### src/rtl/j11_memarb_if.sv
// Bus bundle for the J11 memory arbiter: CPU and DMA requester ports plus the shared memory port.
// slave = arbiter view, master = requesters and memory model view.
interface j11_memarb_if;
   logic        cpu_req;
   logic        cpu_wr;
   logic [21:0] cpu_addr;
   logic [15:0] cpu_wdata;
   logic [1:0]  cpu_wstrb;
   logic        cpu_ack;
   logic [15:0] cpu_rdata;
   logic        cpu_err;

   logic        dma_req;
   logic        dma_wr;
   logic [21:0] dma_addr;
   logic [15:0] dma_wdata;
   logic [1:0]  dma_wstrb;
   logic        dma_ack;
   logic [15:0] dma_rdata;
   logic        dma_err;

   logic        mem_req;
   logic        mem_wr;
   logic [21:0] mem_addr;
   logic [15:0] mem_wdata;
   logic [1:0]  mem_wstrb;
   logic        mem_ack;
   logic [15:0] mem_rdata;
   logic        mem_err;

   modport slave (
      input  cpu_req, cpu_wr, cpu_addr, cpu_wdata, cpu_wstrb,
      output cpu_ack, cpu_rdata, cpu_err,
      input  dma_req, dma_wr, dma_addr, dma_wdata, dma_wstrb,
      output dma_ack, dma_rdata, dma_err,
      output mem_req, mem_wr, mem_addr, mem_wdata, mem_wstrb,
      input  mem_ack, mem_rdata, mem_err
   );

   modport master (
      output cpu_req, cpu_wr, cpu_addr, cpu_wdata, cpu_wstrb,
      input  cpu_ack, cpu_rdata, cpu_err,
      output dma_req, dma_wr, dma_addr, dma_wdata, dma_wstrb,
      input  dma_ack, dma_rdata, dma_err,
      input  mem_req, mem_wr, mem_addr, mem_wdata, mem_wstrb,
      output mem_ack, mem_rdata, mem_err
   );
endinterface

### src/rtl/j11_memarb.sv
// Round-robin CPU/DMA arbiter onto a single memory port, one transaction in flight.
// Define MEMARB_TIMEOUT_EN to abort a WAIT that exceeds TIMEOUT cycles with an error ack.
//
// state | meaning
// IDLE  | no transaction in flight; grant a pending slot if any
// ISSUE | mem_req pulse; mem_ack here completes the transaction early
// WAIT  | waiting for mem_ack (or timeout)
// DONE  | ack already delivered from ISSUE; one turnaround cycle
module j11_memarb #(
   parameter int TIMEOUT = 1023,
   parameter int TW      = 10
) (
   input logic         clk,
   input logic         rstn,
   j11_memarb_if.slave bus
);
   typedef enum logic [1:0] {IDLE, ISSUE, WAIT, DONE} state_t;

   typedef struct packed {
      logic        wr;
      logic [21:0] addr;
      logic [15:0] wdata;
      logic [1:0]  wstrb;
   } xact_t;

   state_t      state, state_nx;
   xact_t       slot_cpu, slot_dma, mem_q;
   logic        pend_cpu, pend_dma;
   logic        grant_dma, last_dma;
   logic        grant_en, grant_dma_nx;
   logic        fin, fin_err;
   logic [15:0] fin_rdata;
   logic        busy, take_cpu, take_dma;
   logic        cpu_ack_q, cpu_err_q, dma_ack_q, dma_err_q;
   logic [15:0] cpu_rdata_q, dma_rdata_q;

   if (TIMEOUT < 1 || TIMEOUT >= (1 << TW)) begin : g_param_check
      $error("j11_memarb: TIMEOUT must be in 1 .. 2**TW-1");
   end

`ifdef MEMARB_TIMEOUT_EN
   logic [TW-1:0] tcnt;

   always_ff @(posedge clk or negedge rstn) begin
      if (!rstn)
         tcnt <= '0;
      else if (state == ISSUE)
         tcnt <= '0;
      else if (state == WAIT)
         tcnt <= tcnt + 1'b1;
   end
`endif

   // a requester is blocked only while its own transaction is outstanding
   assign busy     = (state == ISSUE) || (state == WAIT);
   assign take_cpu = bus.cpu_req && !pend_cpu && !(busy && !grant_dma);
   assign take_dma = bus.dma_req && !pend_dma && !(busy && grant_dma);

   always_ff @(posedge clk or negedge rstn) begin
      if (!rstn)
         state <= IDLE;
      else
         state <= state_nx;
   end

   always_comb begin
      state_nx     = state;
      grant_en     = 1'b0;
      grant_dma_nx = grant_dma;
      fin          = 1'b0;
      fin_err      = 1'b0;
      fin_rdata    = '0;
      unique case (state)
         IDLE: begin
            if (pend_cpu || pend_dma) begin
               grant_en     = 1'b1;
               grant_dma_nx = pend_dma && (!pend_cpu || !last_dma);
               state_nx     = ISSUE;
            end
         end
         ISSUE: begin
            if (bus.mem_ack) begin
               fin       = 1'b1;
               fin_err   = bus.mem_err;
               fin_rdata = bus.mem_rdata;
               state_nx  = DONE;
            end else begin
               state_nx = WAIT;
            end
         end
         WAIT: begin
            if (bus.mem_ack) begin
               fin       = 1'b1;
               fin_err   = bus.mem_err;
               fin_rdata = bus.mem_rdata;
               state_nx  = IDLE;
            end
`ifdef MEMARB_TIMEOUT_EN
            else if (tcnt == TW'(TIMEOUT - 1)) begin
               fin      = 1'b1;
               fin_err  = 1'b1;
               state_nx = IDLE;
            end
`endif
         end
         DONE: state_nx = IDLE;
      endcase
   end

   always_ff @(posedge clk or negedge rstn) begin
      if (!rstn) begin
         pend_cpu    <= 1'b0;
         pend_dma    <= 1'b0;
         slot_cpu    <= '0;
         slot_dma    <= '0;
         mem_q       <= '0;
         grant_dma   <= 1'b0;
         last_dma    <= 1'b1;
         cpu_ack_q   <= 1'b0;
         cpu_err_q   <= 1'b0;
         cpu_rdata_q <= '0;
         dma_ack_q   <= 1'b0;
         dma_err_q   <= 1'b0;
         dma_rdata_q <= '0;
      end else begin
         if (grant_en) begin
            grant_dma <= grant_dma_nx;
            last_dma  <= grant_dma_nx;
            if (grant_dma_nx) begin
               mem_q    <= slot_dma;
               pend_dma <= 1'b0;
            end else begin
               mem_q    <= slot_cpu;
               pend_cpu <= 1'b0;
            end
         end
         if (take_cpu) begin
            pend_cpu <= 1'b1;
            slot_cpu <= {bus.cpu_wr, bus.cpu_addr, bus.cpu_wdata, bus.cpu_wstrb};
         end
         if (take_dma) begin
            pend_dma <= 1'b1;
            slot_dma <= {bus.dma_wr, bus.dma_addr, bus.dma_wdata, bus.dma_wstrb};
         end
         cpu_ack_q <= fin && !grant_dma;
         dma_ack_q <= fin && grant_dma;
         if (fin && !grant_dma) begin
            cpu_rdata_q <= fin_rdata;
            cpu_err_q   <= fin_err;
         end
         if (fin && grant_dma) begin
            dma_rdata_q <= fin_rdata;
            dma_err_q   <= fin_err;
         end
      end
   end

   assign bus.mem_req   = (state == ISSUE);
   assign bus.mem_wr    = mem_q.wr;
   assign bus.mem_addr  = mem_q.addr;
   assign bus.mem_wdata = mem_q.wdata;
   assign bus.mem_wstrb = mem_q.wstrb;
   assign bus.cpu_ack   = cpu_ack_q;
   assign bus.cpu_rdata = cpu_rdata_q;
   assign bus.cpu_err   = cpu_err_q;
   assign bus.dma_ack   = dma_ack_q;
   assign bus.dma_rdata = dma_rdata_q;
   assign bus.dma_err   = dma_err_q;
endmodule

### src/flat_wrapper.sv
// flat-port wrapper written by rule: the top's interface ports become plain ports
module j11_memarb_flat 
#(
   parameter int TIMEOUT = 1023,
   parameter int TW      = 10
)
  (clk, rstn, bus_cpu_req, bus_cpu_wr, bus_cpu_addr, bus_cpu_wdata, bus_cpu_wstrb, bus_cpu_ack, bus_cpu_rdata, bus_cpu_err, bus_dma_req, bus_dma_wr, bus_dma_addr, bus_dma_wdata, bus_dma_wstrb, bus_dma_ack, bus_dma_rdata, bus_dma_err, bus_mem_req, bus_mem_wr, bus_mem_addr, bus_mem_wdata, bus_mem_wstrb, bus_mem_ack, bus_mem_rdata, bus_mem_err);
  j11_memarb_if bus_i ();
  input logic clk;
  input logic rstn;
  input wire logic [$bits(bus_i.cpu_req)-1:0] bus_cpu_req;
  input wire logic [$bits(bus_i.cpu_wr)-1:0] bus_cpu_wr;
  input wire logic [$bits(bus_i.cpu_addr)-1:0] bus_cpu_addr;
  input wire logic [$bits(bus_i.cpu_wdata)-1:0] bus_cpu_wdata;
  input wire logic [$bits(bus_i.cpu_wstrb)-1:0] bus_cpu_wstrb;
  output wire logic [$bits(bus_i.cpu_ack)-1:0] bus_cpu_ack;
  output wire logic [$bits(bus_i.cpu_rdata)-1:0] bus_cpu_rdata;
  output wire logic [$bits(bus_i.cpu_err)-1:0] bus_cpu_err;
  input wire logic [$bits(bus_i.dma_req)-1:0] bus_dma_req;
  input wire logic [$bits(bus_i.dma_wr)-1:0] bus_dma_wr;
  input wire logic [$bits(bus_i.dma_addr)-1:0] bus_dma_addr;
  input wire logic [$bits(bus_i.dma_wdata)-1:0] bus_dma_wdata;
  input wire logic [$bits(bus_i.dma_wstrb)-1:0] bus_dma_wstrb;
  output wire logic [$bits(bus_i.dma_ack)-1:0] bus_dma_ack;
  output wire logic [$bits(bus_i.dma_rdata)-1:0] bus_dma_rdata;
  output wire logic [$bits(bus_i.dma_err)-1:0] bus_dma_err;
  output wire logic [$bits(bus_i.mem_req)-1:0] bus_mem_req;
  output wire logic [$bits(bus_i.mem_wr)-1:0] bus_mem_wr;
  output wire logic [$bits(bus_i.mem_addr)-1:0] bus_mem_addr;
  output wire logic [$bits(bus_i.mem_wdata)-1:0] bus_mem_wdata;
  output wire logic [$bits(bus_i.mem_wstrb)-1:0] bus_mem_wstrb;
  input wire logic [$bits(bus_i.mem_ack)-1:0] bus_mem_ack;
  input wire logic [$bits(bus_i.mem_rdata)-1:0] bus_mem_rdata;
  input wire logic [$bits(bus_i.mem_err)-1:0] bus_mem_err;
  assign bus_i.cpu_req = bus_cpu_req;
  assign bus_i.cpu_wr = bus_cpu_wr;
  assign bus_i.cpu_addr = bus_cpu_addr;
  assign bus_i.cpu_wdata = bus_cpu_wdata;
  assign bus_i.cpu_wstrb = bus_cpu_wstrb;
  assign bus_cpu_ack = bus_i.cpu_ack;
  assign bus_cpu_rdata = bus_i.cpu_rdata;
  assign bus_cpu_err = bus_i.cpu_err;
  assign bus_i.dma_req = bus_dma_req;
  assign bus_i.dma_wr = bus_dma_wr;
  assign bus_i.dma_addr = bus_dma_addr;
  assign bus_i.dma_wdata = bus_dma_wdata;
  assign bus_i.dma_wstrb = bus_dma_wstrb;
  assign bus_dma_ack = bus_i.dma_ack;
  assign bus_dma_rdata = bus_i.dma_rdata;
  assign bus_dma_err = bus_i.dma_err;
  assign bus_mem_req = bus_i.mem_req;
  assign bus_mem_wr = bus_i.mem_wr;
  assign bus_mem_addr = bus_i.mem_addr;
  assign bus_mem_wdata = bus_i.mem_wdata;
  assign bus_mem_wstrb = bus_i.mem_wstrb;
  assign bus_i.mem_ack = bus_mem_ack;
  assign bus_i.mem_rdata = bus_mem_rdata;
  assign bus_i.mem_err = bus_mem_err;
  j11_memarb #(.TIMEOUT(TIMEOUT), .TW(TW)) u_core (.clk(clk), .rstn(rstn), .bus(bus_i));
endmodule
### config.mk
export PLATFORM = sky130hd
export DESIGN_NAME = j11_memarb_flat
export DESIGN_NICKNAME = d
export VERILOG_FILES = /design/src/rtl/j11_memarb_if.sv /design/src/rtl/j11_memarb.sv /design/src/flat_wrapper.sv
export SDC_FILE = /design/constraint.sdc
export NUM_CORES = 1
export LEC_CHECK = 0
export ABC_CLOCK_PERIOD_IN_PS = 2700
export CAP_MARGIN = 20
export CORE_MARGIN = 4
export CORE_UTILIZATION = 40
export CTS_CLUSTER_DIAMETER = 120
export DETAILED_ROUTE_END_ITERATION = 6
export PLACE_DENSITY = 0.7
export SLEW_MARGIN = 0
export SYNTH_ARGS = -nofsm -noshare
export SYNTH_HDL_FRONTEND = slang
export SYNTH_SLANG_ARGS = --single-unit
### constraint.sdc
create_clock -name clk -period 2.7 [get_ports clk]
set_input_delay 0.81 -clock clk [delete_from_list [all_inputs] [get_ports clk]]
set_output_delay 0.81 -clock clk [all_outputs]
set_load 0.05 [all_outputs]
Word level (Yosys, flattened, before mapping)
Index checks and enable logic that the tools add are counted.
W data, S select, Z words.
{"block": "op_classes", "add_sub_neg": 0, "reduce_logical": 26, "n_mul": 0, "muxes": 21, "n_eq_ne": 6, "div": 0, "n_bitwise": 0, "shifts": 0, "order_cmp": 0}
{"cell": "$mux W41", "n": 1}
{"cell": "$mux W16", "n": 2}
{"cell": "$mux W1", "n": 15}
{"cell": "$logic_and A1 B1 Y1", "n": 9}
{"cell": "$pmux W2 S4", "n": 1}
{"cell": "$logic_not A1 Y1", "n": 6}
{"cell": "$reduce_and A2 Y1", "n": 3}
{"cell": "$reduce_bool A2 Y1", "n": 3}
{"cell": "$eq A2 B2 Y1 const B", "n": 2}
{"cell": "$mux W2", "n": 2}
{"cell": "$ne A2 B2 Y1 const B", "n": 2}
{"cell": "$logic_or A1 B1 Y1", "n": 3}
{"cell": "$eq A2 B1 Y1 const B", "n": 1}
{"cell": "$logic_not A2 Y1", "n": 1}
{"cell": "$ne A2 B1 Y1 const B", "n": 1}
{"cell": "$reduce_or A2 Y1", "n": 1}
{"block": "word_totals", "word_cells": 76, "out_inout_bits": 78, "n_memories": 0, "romBits": 0, "in_bits": 104, "ram_bits": 0, "register_bits": 165, "latchBits": 0}

Depth between registers and ports, before layout
Gate-level depths: netlist of the first run.
{"block": "depth", "ltp_word": 8, "mapped_depth": 8, "mapped_depth_nobuf": 5}

Worst setup path after synthesis of the first run
No wires, ideal clock.
{"block": "synth_path", "kind": "reg2out", "startpoint": "reg u_core.state[1]", "endpoint": "out bus_mem_req", "arrival_time_ns": 0.948, "path_stages_with_launch": 3, "path_slack_ns": 0.942, "path_buffers": 0, "cell_sequence": "dfrtp_1 > inv_1 > ha_1"}
{"block": "synth_between", "elab_chain_len": 1}
{"element": "start: declaration", "line_no": "j11_memarb.sv:26", "rtl": "state_t state, state_nx;"}
{"element": "start signal: assignment", "line_no": "j11_memarb.sv:63", "rtl": "state <= state_nx;"}
{"element": "$eq A2 B1 Y1", "line_no": "j11_memarb.sv:158", "rtl": "assign bus.mem_req = (state == ISSUE);"}
{"element": "end: declaration", "line_no": "flat_wrapper.sv:27", "rtl": "output wire logic [$bits(bus_i.mem_req)-1:0] bus_mem_req;"}
No other way between the ends.

Final worst setup path of the first run
{"block": "layout_path", "startpoint": "reg u_core.cpu_rdata_q[9] (netlist: u_core.bus.cpu_rdata[9])", "endpoint": "out bus_cpu_rdata[9]"}
{"element": "start: declaration", "line_no": "j11_memarb.sv:35", "rtl": "logic [15:0] cpu_rdata_q, dma_rdata_q;"}
{"element": "start signal: assignment", "line_no": "j11_memarb.sv:148", "rtl": "cpu_rdata_q <= fin_rdata;"}
{"element": "end: declaration", "line_no": "flat_wrapper.sv:17", "rtl": "output wire logic [$bits(bus_i.cpu_rdata)-1:0] bus_cpu_rdata;"}
No word-level cell between the ends.

==> impl_metrics.env, run 1 <==
export IMPL_status="completed"
export IMPL_die_area_mm2=0.0202
export IMPL_p_sw_mw=6.14
export IMPL_syn2layout_area_growth_pct=35.6
export IMPL_setup_worst_path_start_class="flop"
export IMPL_routed_wl_mm=17.7
export IMPL_ir_drop_uv=877
export IMPL_netlist_instances=524
export IMPL_io_pins=182
export IMPL_yosys_warnings=0
export IMPL_wl_per_cell_um=19.0
export IMPL_cts_sinks=165
export IMPL_max_cap_violations=0
export IMPL_critPathMaxFanout=2
export IMPL_worstMarginPinSlew_ns=0.849
export IMPL_cts_buffer_depth=2
export IMPL_grt_pass1_wl_mm=27.9
export IMPL_root_buffer="clkbuf_16"
export IMPL_endpoint_kind="output pin"
export IMPL_max_freq_mhz=410
export IMPL_fp_dieH_um=142
export IMPL_path_cells="clkdlybuf4s50_1"
export IMPL_place_congestion=0.809
export IMPL_antenna_found_initial=1
export IMPL_drive_gt1_share_pct=25.0
export IMPL_ys_ff_latch=165
export IMPL_via_count=4875
export IMPL_syn_cell_area_mm2=0.00721
export IMPL_core_rowCount=48
export IMPL_grt_pass1_vias=5337
export IMPL_grt_max_degree=55
export IMPL_avgSynthCellArea_um2=13.8
export IMPL_initial_core_util_pct=41.2
export IMPL_clkPwrFrac_pct=17.2
export IMPL_coreArea_mm2=0.0175
export IMPL_cpMaxStageDelayCell="clkdlybuf4s50_1"
export IMPL_crit_type="flop to output pin"
export IMPL_cp_top_family="buffers and inverters"
export IMPL_cp_data_required_time_ns=1.89
export IMPL_track_usage_pct=17.7
export IMPL_clkSlewWorstSetupHoldPaths_ns=0.06
export IMPL_ant_nets=0
export IMPL_r2r_start="u_core.state[0]"
export IMPL_p_int_mw=8.42
export IMPL_firstDrtPassIters=4
export IMPL_route_detailed_drc=0
export IMPL_finalHoldViolCount=0
export IMPL_hpwl_mm=12.2
export IMPL_postCtsHoldBufs=0
export IMPL_cts_repair_resized=0
export IMPL_clock_latency_ns=0.42
export IMPL_dp_slack_ns=0.289
export IMPL_switching_share_pct=42.2
export IMPL_cts_tree="done"
export IMPL_finalCriticalPeriod_ns=2.44
export IMPL_finalClockSkew_ns=0.00906
export IMPL_r2r_cells=6
export IMPL_fin_util_pct=55.9
export IMPL_synth_distinct_cells=30
export IMPL_comb_power_share_pct=51.5
export IMPL_fp_dieW_um=142
export IMPL_setup_viol=0
export IMPL_drtIter0Drc=152
export IMPL_power_frac_seq_pct=31.4
export IMPL_yosysSeqAreaShare_pct=57.3
export IMPL_hold_path_class="input port to asynchronous set/reset pin"
export IMPL_static_leakage_power_nw=4.14
export IMPL_total_power_mw=14.6
export IMPL_htree_levels=4
export IMPL_crit_cells=1
export IMPL_power_density_mw_per_mm2=1490
export IMPL_rsz0062_at_grt="false"
export IMPL_setup_tns_ns=0
export IMPL_critPathMaxStageDelay_ns=0.82
export IMPL_grt_overflow_total=0
export IMPL_port_buffers=181
export IMPL_arrival_ns=1.63
export IMPL_via_per_inst=5.23
export IMPL_finalNetCount=803
export IMPL_critPathBufInv=1
export IMPL_drv_slew=0
export IMPL_fin_crit_sh_pct=90.2
export IMPL_layout_setup_ws_ns=0.264
export IMPL_timing_rr_end="u_core.bus.mem_addr[2]"
export IMPL_r2r_slack_ns=0.49
export IMPL_cts_buffers_inserted=17
export IMPL_synth_net_count=633
export IMPL_post_cts_buffers=0
export IMPL_slew_headroom_pct=43.2
synth_stat cells, drive strengths merged:
| library cell | n | area share (%) |
|---|---|---|
| a211oi | 41 | 4.3 |
| a21boi | 2 | 0.26 |
| a21o | 1 | 0.10 |
| a21oi | 44 | 3.1 |
| a31oi | 2 | 0.17 |
| and2 | 1 | 0.087 |
| and3 | 1 | 0.087 |
| and3b | 1 | 0.12 |
| buf | 30 | 4.0 |
| clkbuf | 15 | 0.78 |
| dfrtp | 164 | 57 |
| dfstp | 1 | 0.36 |
| ha | 5 | 0.87 |
| inv | 5 | 0.26 |
| mux2 | 117 | 21 |
| mux2i | 1 | 0.14 |
| nand2 | 43 | 2.2 |
| nand2b | 2 | 0.17 |
| nand3 | 1 | 0.14 |
| nand3b | 1 | 0.16 |
| nor2 | 2 | 0.10 |
| nor2b | 1 | 0.087 |
| o21ai | 1 | 0.12 |
| o21bai | 1 | 0.10 |
| o31ai | 41 | 4.3 |
state kept, by name (all words and copies together), names as in the netlist:
register              cells
u_core.pend_cpu           1
u_core.bus.mem_wdata     16
u_core.pend_dma           1
u_core.bus.mem_wr         1
u_core.bus.mem_addr      22
u_core.last_dma           1
u_core.slot_cpu          41
u_core.bus.cpu_err        1
u_core.slot_dma          41
u_core.bus.cpu_ack        1
u_core.bus.mem_wstrb      2
u_core.grant_dma          1
u_core.bus.cpu_rdata     16
u_core.bus.dma_err        1
u_core.state              2
u_core.bus.dma_ack        1
u_core.bus.dma_rdata     16
power groups by stage:
stage,Combinational [mW],Clock (mW),Sequential (mW)
4_1_cts,7.56,2.55,4.57
3_5_place_dp,7.52,0,4.58
2_1_floorplan,3.65,0,6.30
6_report,7.49,2.50,4.57
5_1_grt,7.98,2.67,4.71
3_3_place_gp,7.35,0,4.55
cell type report:
type / instances / area, µm²
multi-input cells: 309 / 2740
clock inverters: 14 / 175
clock buffers: 18 / 439
flip-flops and latches: 165 / 4130
fillers: 1395 / 7700
well taps: 225 / 282
diodes: 1 / 2.50
inverters: 5 / 18.8
repair buffers: 196 / 1990
cells by family after synthesis:
family	after synthesis	synth area share [%]
DFF	165	57.3
AOI/OAI and AO/OA	133	12.4
muxes	118	21.2
and+or+nand+nor	53	3.19
buffers and inverters	50	5.03
adders and majority gates	5	0.868
cells in the final DEF (no fill, tap or decap), drive strengths merged, types with 2 or more instances in the layout:
| cell | netlist | final |
|---|---|---|
| a21boi | 2 | 2 |
| inv | 5 | 9 |
| nand2b | 2 | 2 |
| bufinv | 0 | 3 |
| nand2 | 43 | 43 |
| a21oi | 44 | 44 |
| ha | 5 | 5 |
| clkdlybuf4s50 | 0 | 179 |
| a211oi | 41 | 41 |
| buf | 30 | 17 |
| clkinvlp | 0 | 6 |
| a31oi | 2 | 2 |
| clkbuf | 15 | 18 |
| dfrtp | 164 | 164 |
| nor2 | 2 | 2 |
| mux2 | 117 | 117 |
| o31ai | 41 | 41 |
per-layer routing:
layer	global-route usage [%]	wire length, µm	vias up
met5	0	0	-
met1	21.5	7440	2458
met2	29.3	8750	147
met4	7.12	442	0
met3	5.68	1100	28
li1	-	-	2242
worst max-delay path by stage:
stage                                   startpoint                        to  slack, ns
after floorplan                    u_core.state[1]               bus_mem_req       0.94
after global placement                 bus_mem_ack  u_core.bus.dma_rdata[10]       0.37
after detailed placement               bus_mem_ack   u_core.bus.dma_rdata[1]       0.29
after CTS                 u_core.bus.mem_wdata[11]         bus_mem_wdata[11]       0.25
after global routing      u_core.bus.mem_wdata[12]         bus_mem_wdata[12]       0.21
final                      u_core.bus.cpu_rdata[9]          bus_cpu_rdata[9]       0.26
per-stage QoR:
stage / instances / hold WS, ns / instance area, µm²
final: 933 / 0.313 / 9770
after global routing: 933 / 0.338 / 9770
after CTS: 932 / 0.325 / 9770
after detailed placement: 900 / 0.469 / 9160
after global placement: 900 / 0.459 / 9160
after floorplan: 524 / 0.481 / 7210
Note: power is estimated with default switching activity, not from simulation.
==> run 2, diff against run 1 <==
ABC_CLOCK_PERIOD_IN_PS = unset   (was 2700)
==> results of run 2 <==
Final layout, timing and power as in run 1 (identical DEF).
==> run 3, diff against run 2 <==
CORE_MARGIN = 3   (was 4)
CTS_CLUSTER_SIZE = 10   (was unset)
==> run 3 against run 2 <==
Against the previous run: via count grew 0.78%; non-clock buffer count did not move; sequential share of layout area about the same; global-route usage up 1.1 points; worst setup slack better by 0.0094 ns; sequential cell count stayed put; final cell count increased by 0.11%; final area hardly changed; critical path type unchanged.
==> impl_metrics.env, run 3 (same netlist as run 1, synthesis figures left out) <==
export IMPL_critPathBufInv=1
export IMPL_via_count=4913
export IMPL_drive_gt1_share_pct=24.9
export IMPL_firstDrtPassIters=5
export IMPL_crit_type="flop to output pin"
export IMPL_ir_drop_uv=751
export IMPL_hpwl_mm=12.2
export IMPL_die_area_mm2=0.0197
export IMPL_initial_core_util_pct=41.2
export IMPL_placedCellCount=900
export IMPL_clock_latency_ns=0.42
export IMPL_cts_tree="done"
export IMPL_cpMaxStageDelayCell="clkdlybuf4s50_1"
export IMPL_endpoint_kind="output pin"
export IMPL_io_pins=182
export IMPL_fp_dieW_um=140
export IMPL_arrival_ns=1.62
export IMPL_worstMarginPinSlew_ns=0.934
export IMPL_fin_crit_sh_pct=89.9
export IMPL_ant_nets=0
export IMPL_drv_slew=0
export IMPL_clkSlewWorstSetupHoldPaths_ns=0.07
export IMPL_cp_top_family="buffers and inverters"
export IMPL_cts_repair_resized=0
export IMPL_via_per_inst=5.26
export IMPL_drtIter0Drc=224
export IMPL_final_cell_area_mm2=0.00978
export IMPL_cts_buffers_inserted=17
export IMPL_cts_buffer_depth=2
export IMPL_port_buffers=181
export IMPL_rsz0062_at_grt="false"
export IMPL_root_buffer="clkbuf_16"
export IMPL_postCtsHoldBufs=0
export IMPL_grt_overflow_total=0
export IMPL_static_leakage_power_nw=4.14
export IMPL_finalHoldViolCount=0
export IMPL_cp_data_required_time_ns=1.89
export IMPL_setup_worst_path_start_class="flop"
export IMPL_core_rowCount=48
export IMPL_syn2layout_area_growth_pct=35.6
export IMPL_track_usage_pct=18.8
export IMPL_critPathMaxFanout=2
export IMPL_htree_levels=4
export IMPL_finalCriticalPeriod_ns=2.43
export IMPL_max_freq_mhz=412
export IMPL_place_congestion=0.772
export IMPL_antenna_found_initial=2
export IMPL_finalNetCount=803
export IMPL_dp_slack_ns=0.298
export IMPL_final_cells=934
export IMPL_grt_pass1_wl_mm=29.4
export IMPL_critPathMaxStageDelay_ns=0.82
export IMPL_fp_dieH_um=140
export IMPL_post_cts_buffers=0
export IMPL_path_cells="clkdlybuf4s50_1"
export IMPL_cts_sinks=165
export IMPL_wl_per_cell_um=19.5
export IMPL_power_density_mw_per_mm2=1490
export IMPL_max_cap_violations=0
export IMPL_holdWs_ns=0.344
export IMPL_setup_viol=0
export IMPL_layout_setup_ws_ns=0.273
export IMPL_placed_cell_area_mm2=0.00919
export IMPL_hold_path_class="input port to asynchronous set/reset pin"
export IMPL_grt_pass1_vias=5335
export IMPL_most_common_layout_cells="179 x clkdlybuf4s50_1, 163 x dfrtp_1, 63 x mux2_2, 54 x mux2_4, 44 x a21oi_1"
export IMPL_routed_wl_mm=18.2
export IMPL_setup_tns_ns=0
export IMPL_finalClockSkew_ns=0.00830
export IMPL_final_common_cell="clkdlybuf4s50_1"
export IMPL_coreArea_mm2=0.0175
export IMPL_route_detailed_drc=0
export IMPL_status="completed"
export IMPL_grt_max_degree=57
export IMPL_slew_headroom_pct=37.5
run 3: report_power, final:
group	internal, mW	total [mW]	switching [mW]
registers	3.77	4.55	0.786
clock network	1.37	2.38	1.01
logic	3.19	7.60	4.41
run 3: final timing paths:
kind                                            endpoint               startpoint  cells past startpoint  slack, ns
worst min register to register   u_core.bus.mem_wstrb[1]  u_core.bus.mem_wstrb[1]                      2       0.48
min in group clk                 u_core.bus.mem_wstrb[1]  u_core.bus.mem_wstrb[1]                      2       0.48
max in group asynchronous       u_core.bus.cpu_rdata[12]                     rstn                      2       1.71
worst max-delay path                    bus_mem_addr[14]  u_core.bus.mem_addr[14]                      1       0.27
worst max register to register   u_core.bus.mem_addr[14]          u_core.state[1]                      6       0.49
worst min-delay path                 u_core.slot_cpu[19]                     rstn                      1       0.34
run 3: final cells by class:
type | instances | area, µm²
sequential | 165 | 4130
inverter | 5 | 18.8
antenna | 2 | 5.00
timing repair buffer | 196 | 2020
multi-input combinational | 309 | 2740
tap | 225 | 282
clock inverter | 14 | 149
clock buffer | 18 | 429
fill | 1379 | 7700
run 3: through the flow:
stage / total power, mW / util [%]
finish: 14.5 / 55.9
global route: 15.3 / 55.9
CTS: 14.7 / 55.9
detailed placement: 12.2 / 52.6
global placement: 12.0 / 52.6
floorplan: 9.95 / -
run 3: routing by layer:
layer	part of all wire [%]	wire, µm	track usage [%]	vias up
li1	-	-	-	2244
met1	43	7740	24.0	2485
met2	50	9010	31.0	158
met3	5.5	1010	4.44	26
met4	2.3	415	7.19	0
met5	0	0	0	-
